--- config.mk ---
export PLATFORM = sky130hd
export DESIGN_NAME = message_scheduler
export DESIGN_NICKNAME = d
export VERILOG_FILES = /design/src/rtl/message_scheduler_pkg.sv /design/src/rtl/message_scheduler_adder.sv /design/src/rtl/message_scheduler.sv
export SDC_FILE = /design/constraint.sdc
export NUM_CORES = 1
export LEC_CHECK = 0
export ABC_AREA = 1
export BUFFER_PORTS_ARGS = -buffer_cell sky130_fd_sc_hd__buf_4
export CAP_MARGIN = 5
export CORE_AREA = 2 2 269 271
export CTS_BUF_LIST = sky130_fd_sc_hd__clkbuf_8
export DETAILED_ROUTE_END_ITERATION = 8
export DIE_AREA = 0 0 271 273
export GPL_ROUTABILITY_DRIVEN = 0
export PLACE_DENSITY = 0.66
export SYNTH_ARGS = -nofsm -noshare
export SYNTH_HDL_FRONTEND = slang
export SYNTH_SLANG_ARGS = --single-unit
--- constraint.sdc ---
create_clock -name clk -period 7.7 [get_ports clk]
set_input_delay 1.155 -clock clk [delete_from_list [all_inputs] [get_ports clk]]
set_output_delay 1.155 -clock clk [all_outputs]
set_load 0.01 [all_outputs]
--- src/rtl/message_scheduler_pkg.sv ---
// Shared SHA-256 definitions for the message-schedule path: widths, the
// scheduler state encoding and the message-schedule sigma functions.
package message_scheduler_pkg;

  localparam int WORD_W  = 32;
  localparam int BLOCK_W = 512;
  localparam int WIN_N   = 16;

  localparam logic [2:0] S_IDLE      = 3'd0;
  localparam logic [2:0] S_WAIT_REQ  = 3'd1;
  localparam logic [2:0] S_CALC1     = 3'd2;
  localparam logic [2:0] S_CALC2     = 3'd3;
  localparam logic [2:0] S_CALC3     = 3'd4;
  localparam logic [2:0] S_WAIT_FALL = 3'd5;
  localparam logic [2:0] S_DONE      = 3'd6;

  // Lower-case sigma variants used only by the message schedule.
  function automatic logic [WORD_W-1:0] sigma0(input logic [WORD_W-1:0] x);
    return {x[6:0], x[31:7]} ^ {x[17:0], x[31:18]} ^ (x >> 3);
  endfunction

  function automatic logic [WORD_W-1:0] sigma1(input logic [WORD_W-1:0] x);
    return {x[16:0], x[31:17]} ^ {x[18:0], x[31:19]} ^ (x >> 10);
  endfunction

endpackage

--- src/rtl/message_scheduler_adder.sv ---
// Shared 32-bit modulo-2^32 adder; the scheduler time-multiplexes it
// across its three calculation steps.
module adder_32bit
  import message_scheduler_pkg::*;
(
  input  logic [WORD_W-1:0] a,
  input  logic [WORD_W-1:0] b,
  output logic [WORD_W-1:0] sum
);

  assign sum = a + b;

endmodule

--- src/rtl/message_scheduler.sv ---
// SHA-256 message-schedule generator: holds W[t] on Wt_out and computes
// W[t+16] serially on one adder for each STN request.
module message_scheduler
  import message_scheduler_pkg::*;
(
  input  logic               clk,
  input  logic               rst_n,
  input  logic               load,
  input  logic [BLOCK_W-1:0] block_in,
  input  logic               STN,
  output logic [WORD_W-1:0]  Wt_out,
  output logic [5:0]         word_idx,
  output logic               busy,
  output logic               done
);

  logic [2:0]        state;
  logic [WORD_W-1:0] w [WIN_N];
  logic [WORD_W-1:0] acc;
  logic [WORD_W-1:0] nxt;
  logic              stn_d;
  logic              fall_pend;
  logic [WORD_W-1:0] op_a;
  logic [WORD_W-1:0] op_b;
  logic [WORD_W-1:0] sum;
  logic              rise;
  logic              fall;

  assign rise = STN & ~stn_d;
  assign fall = ~STN & stn_d;

  // Operand selection for the single adder, steered by the calculation step.
  always_comb begin
    // NOTE: defaults before the case keep this purely combinational (no latch).
    op_a = acc;
    op_b = '0;
    case (state)
      S_CALC1: begin
        op_a = w[0];
        op_b = w[9];
      end
      S_CALC2: op_b = sigma0(w[1]);
      S_CALC3: op_b = sigma1(w[14]);
      default: ;
    endcase
  end

  adder_32bit u_adder (
    .a   (op_a),
    .b   (op_b),
    .sum (sum)
  );

  always_ff @(posedge clk or negedge rst_n) begin
    if (!rst_n) begin
      state     <= S_IDLE;
      acc       <= '0;
      nxt       <= '0;
      stn_d     <= 1'b0;
      fall_pend <= 1'b0;
      word_idx  <= '0;
      done      <= 1'b0;
      // NOTE: the window is sixteen flops, not a RAM, so it is reset so that
      // Wt_out reads zero straight out of reset.
      for (int i = 0; i < WIN_N; i++) w[i] <= '0;
    end else begin
      stn_d <= STN;
      done  <= (state == S_DONE);
      if (load) begin
        for (int i = 0; i < WIN_N; i++)
          w[i] <= block_in[BLOCK_W-1-WORD_W*i -: WORD_W];
        word_idx  <= '0;
        acc       <= '0;
        fall_pend <= 1'b0;
        state     <= S_WAIT_REQ;
      end else begin
        case (state)
          S_WAIT_REQ: if (rise) state <= S_CALC1;
          S_CALC1: begin
            acc   <= sum;
            state <= S_CALC2;
            if (fall) fall_pend <= 1'b1;
          end
          S_CALC2: begin
            acc   <= sum;
            state <= S_CALC3;
            if (fall) fall_pend <= 1'b1;
          end
          S_CALC3: begin
            nxt   <= sum;
            state <= S_WAIT_FALL;
            if (fall) fall_pend <= 1'b1;
          end
          S_WAIT_FALL: begin
            // A short STN pulse has already fallen; commit without waiting.
            if (fall || fall_pend) begin
              fall_pend <= 1'b0;
              if (word_idx == 6'd63) begin
                state <= S_DONE;
              end else begin
                for (int i = 0; i < WIN_N-1; i++) w[i] <= w[i+1];
                w[WIN_N-1] <= nxt;
                word_idx   <= word_idx + 6'd1;
                state      <= S_WAIT_REQ;
              end
            end
          end
          S_DONE:  state <= S_IDLE;
          default: state <= S_IDLE;
        endcase
      end
    end
  end

  assign Wt_out = w[0];
  assign busy   = (state != S_IDLE) && (state != S_DONE);

endmodule

==> run summary <==
================================================================================
Result of the run                                                   finished clean
Synth area leader                                                   sky130_fd_sc_hd__dfrtp_1
Total count of hold-check failures in the final report                         0
Overall die height                                                        273 µm
Num CTS Buffers                                                              103
Total of cells resized after clock tree synthesis                              0
Synth area leaders                                                  sky130_fd_sc_hd__dfrtp_1 (46%), sky130_fd_sc_hd__nand2_1 (11%), sky130_fd_sc_hd__o211ai_1 (11%)
CTS tree                                                                     yes
Global-route wire length before repair                                  172.9 mm
Global router's overall resource usage                                    0.3149
Clock latency at the later pin of the worst-skew pair                    0.72 ns
Compound-cell area share of the yosys netlist                             0.2189
Synth unique cells                                                            34
Setup violations, final                                                        0
Tightest Hold Check Type                                                in2async
Iteration count of the initial detailed-routing pass                           5
Placement row count                                                           98
Mux cell area share after synthesis                                            0
Power per cell area                                                 297.5 mW/mm²
Reported leakage power                                                  18.85 nW
Element type at the critical path end                                  flip-flop
Effective utilization at floorplan                                        0.4461
Count of clock tree sinks                                                    588
Number of H-tree levels                                                        3
Critical Path, Cell by Cell                                         inv_1 -> nor3_2 -> inv_1 -> o221ai_1 -> ha_1 -> inv_1 -> fa_1 -> inv_1 -> nand3_1 -> nand3_1 -> nand2_1 -> nand3_1 -> nand2_1 -> nand2_1 -> nand2_1 -> nand3_1 -> nand2_1
Max-Slew Margin vs Limit                                                  0.1872
Longest individual stage delay on the worst path                         0.62 ns
Yosys synthesis warning count                                                  0
Layout cell share with drive strength beyond 1                            0.1682
Die X                                                                     271 µm
Hold-fix buffers at CTS                                                        0
Crit path DAT                                                            5.18 ns
Setup clock skew after layout                                         0.02886 ns
Layout area overhead                                                      19.89%
# port buffers                                                               555
DRC viols                                                                      0
Core area                                                            0.07100 mm²
F_max                                                                  217.7 MHz
Shortest clock period the worst path allows after layout                4.593 ns
Crit-path most repeated cell                                        sky130_fd_sc_hd__nand2_1
I/O Pins                                                                     556
Dominant combinational cell family by area after synthesis          compound AO/OA/AOI/OAI gates
Share of the synthesized area in the top cell type                        0.4646
Gate count after technology mapping                                         3977
Number of antenna violations at the first check in global routing             25
Most common library cell in the layout ignoring fill and taps       sky130_fd_sc_hd__nand2_1
Startpoint Class                                                       flip-flop
Synth Area in Simple Gates                                                0.1505
Initial drt markers                                                         2896
Clock tree root buffer cell                                         sky130_fd_sc_hd__clkbuf_8
Sequential element share of the synthesized area                          0.4646
Reg clk slew, reported paths                                             0.06 ns
Final Total Pwr                                                         11.30 mW
Number of max-slew violations in the final report                              0
Post-Route Utilization                                                    0.5348
Share of the clock period used by the worst path after layout             0.5965
Number of max-capacitance violations reported                                  0
Cell with the biggest individual delay on the critical path         sky130_fd_sc_hd__nor3_2
Drt via density                                                            5.324
Synthesized-area fraction occupied by xor and xnor cells                 0.03014
Antenna-violating nets left                                                    0
Detailed Place HPWL                                                     90.01 mm
Unrepaired setup endpoints after global routing                               no
Mapped Nets                                                                 4526
Number of global-route vias before repair                                  27411
Fill cells                                                                  6843
CTS max path bufs                                                              3
Post-placement cell count                                                   5210
Final-layout setup total negative slack                                     0 ns
Synthesized cell area                                                0.03167 mm²
Maximum number of pins on one net before global-route repair                 235
Measured slew at the worst slew-check pin                               1.219 ns
Critical path fanouts, max                                                    24
Register bit total from synthesis                                            588
Commonest cells after routing, fill and taps aside                  sky130_fd_sc_hd__nand2_1 (943), sky130_fd_sc_hd__inv_1 (655), sky130_fd_sc_hd__dfrtp_1 (588)
WL per Instance                                                         21.93 µm
Total overflow reported by the global router                                   0
Final cell area excluding filler cells                               0.03797 mm²
Vias after detailed routing                                                28767
Layout Cells excl Fill                                                      5403
Required time reported for the critical path endpoint                    8.29 ns
Worst setup path category                                                reg2reg
Post-layout nets                                                            4914
WL final                                                                118.5 mm
Per-instance average area after synthesis                              7.963 µm²
Number of buffers inserted by post-CTS setup repair                            0
Post-DP Area                                                         0.03582 mm²
Highest ir drop seen on vdd                                            0.1231 mV
Adder-cell share of the synthesized area                                 0.01327
Overall die area                                                     0.07398 mm²
================================================================================
## logic make-up after synthesis
group                    after synthesis
AO/OA/AOI/OAI                       1103
buffers and inverters                923
flip-flops                           588
AND/OR/NAND/NOR                     1221
adder cells (fa/ha/maj)               33
XOR/XNOR                             109
## report_power, final
part           total (mW)  switching (mW)  internal, mW
Sequential           4.57           0.537          4.04
Clock                2.98            1.37          1.61
Combinational        3.75            2.46          1.28
## critical path: cells and delay by family (launching register included)
kind,cells,cell delay (ns)
buffers and inverters,4,0.93
and+or+nand+nor,10,1.69
adders and majority gates,2,0.82
DFF,1,0.42
AOI/OAI and AO/OA,1,0.58
## path summary, 6_finish.rpt
kind / startpoint / to / slack (ns) / cells after the start
max: state[2] / nxt[28] / 3.11 / 17
min: rst_n / w[142] / 0.47 / 1
max reg2reg: state[2] / nxt[28] / 3.11 / 17
min reg2reg: acc[28] / acc[28] / 0.48 / 2
max in group asynchronous: rst_n / acc[28] / 5.78 / 2
min in group clk: acc[28] / acc[28] / 0.48 / 2
## cell type report
class | count | area (µm²) | area share
Antenna cell | 13 | 32.53 | 0.0008568
Clock buffer | 133 | 1831 | 0.04821
Clock inverter | 47 | 285.3 | 0.007514
Inverter | 625 | 2361 | 0.06218
Multi-Input combinational cell | 2466 | 13090 | 0.3447
Sequential cell | 588 | 14710 | 0.3875
Tap cell | 950 | 1189 | 0.03131
Timing Repair Buffer | 581 | 4469 | 0.1177
## Yosys cell counts (all sizes together)
master,n
nand2,944
inv,625
dfrtp,588
o21ai,524
o211ai,464
clkbuf,174
nor2,162
buf,124
nand3,89
xnor2,63
o31ai,57
xor2,46
ha,32
a21oi,27
o221ai,23
or2,10
nor3,8
nand4,5
o21bai,3
a31oi,2
nand3b,2
a21o,1
a22o,1
and2,1
fa,1
o211a,1
## per-stage QoR
| stage | hold WS [ns] | setup WS (ns) |
|---|---|---|
| 3_3_place_gp | 0.4619 | 2.697 |
| 4_1_cts | 0.4595 | 3.241 |
| 3_5_place_dp | 0.4660 | 2.631 |
| 5_1_grt | 0.4841 | 2.722 |
| 6_report | 0.4694 | 3.107 |
| 2_1_floorplan | 0.4494 | 4.922 |
## registers in the layout, summed over array words and instances, names as in the netlist
register	cells
done	1
w	480
word_idx	6
acc	32
fall_pend	1
Wt_out	32
state	3
nxt	32
stn_d	1
## routing by layer
metal | vias to the layer above | GRT usage | wire (µm)
met5 | - | 0 | 167
met4 | 26 | 0.1538 | 6122
met3 | 259 | 0.08857 | 10290
met2 | 1196 | 0.5051 | 55060
met1 | 13527 | 0.3915 | 46840
li1 | 13759 | - | -
(Power assumes the default switching activity.)
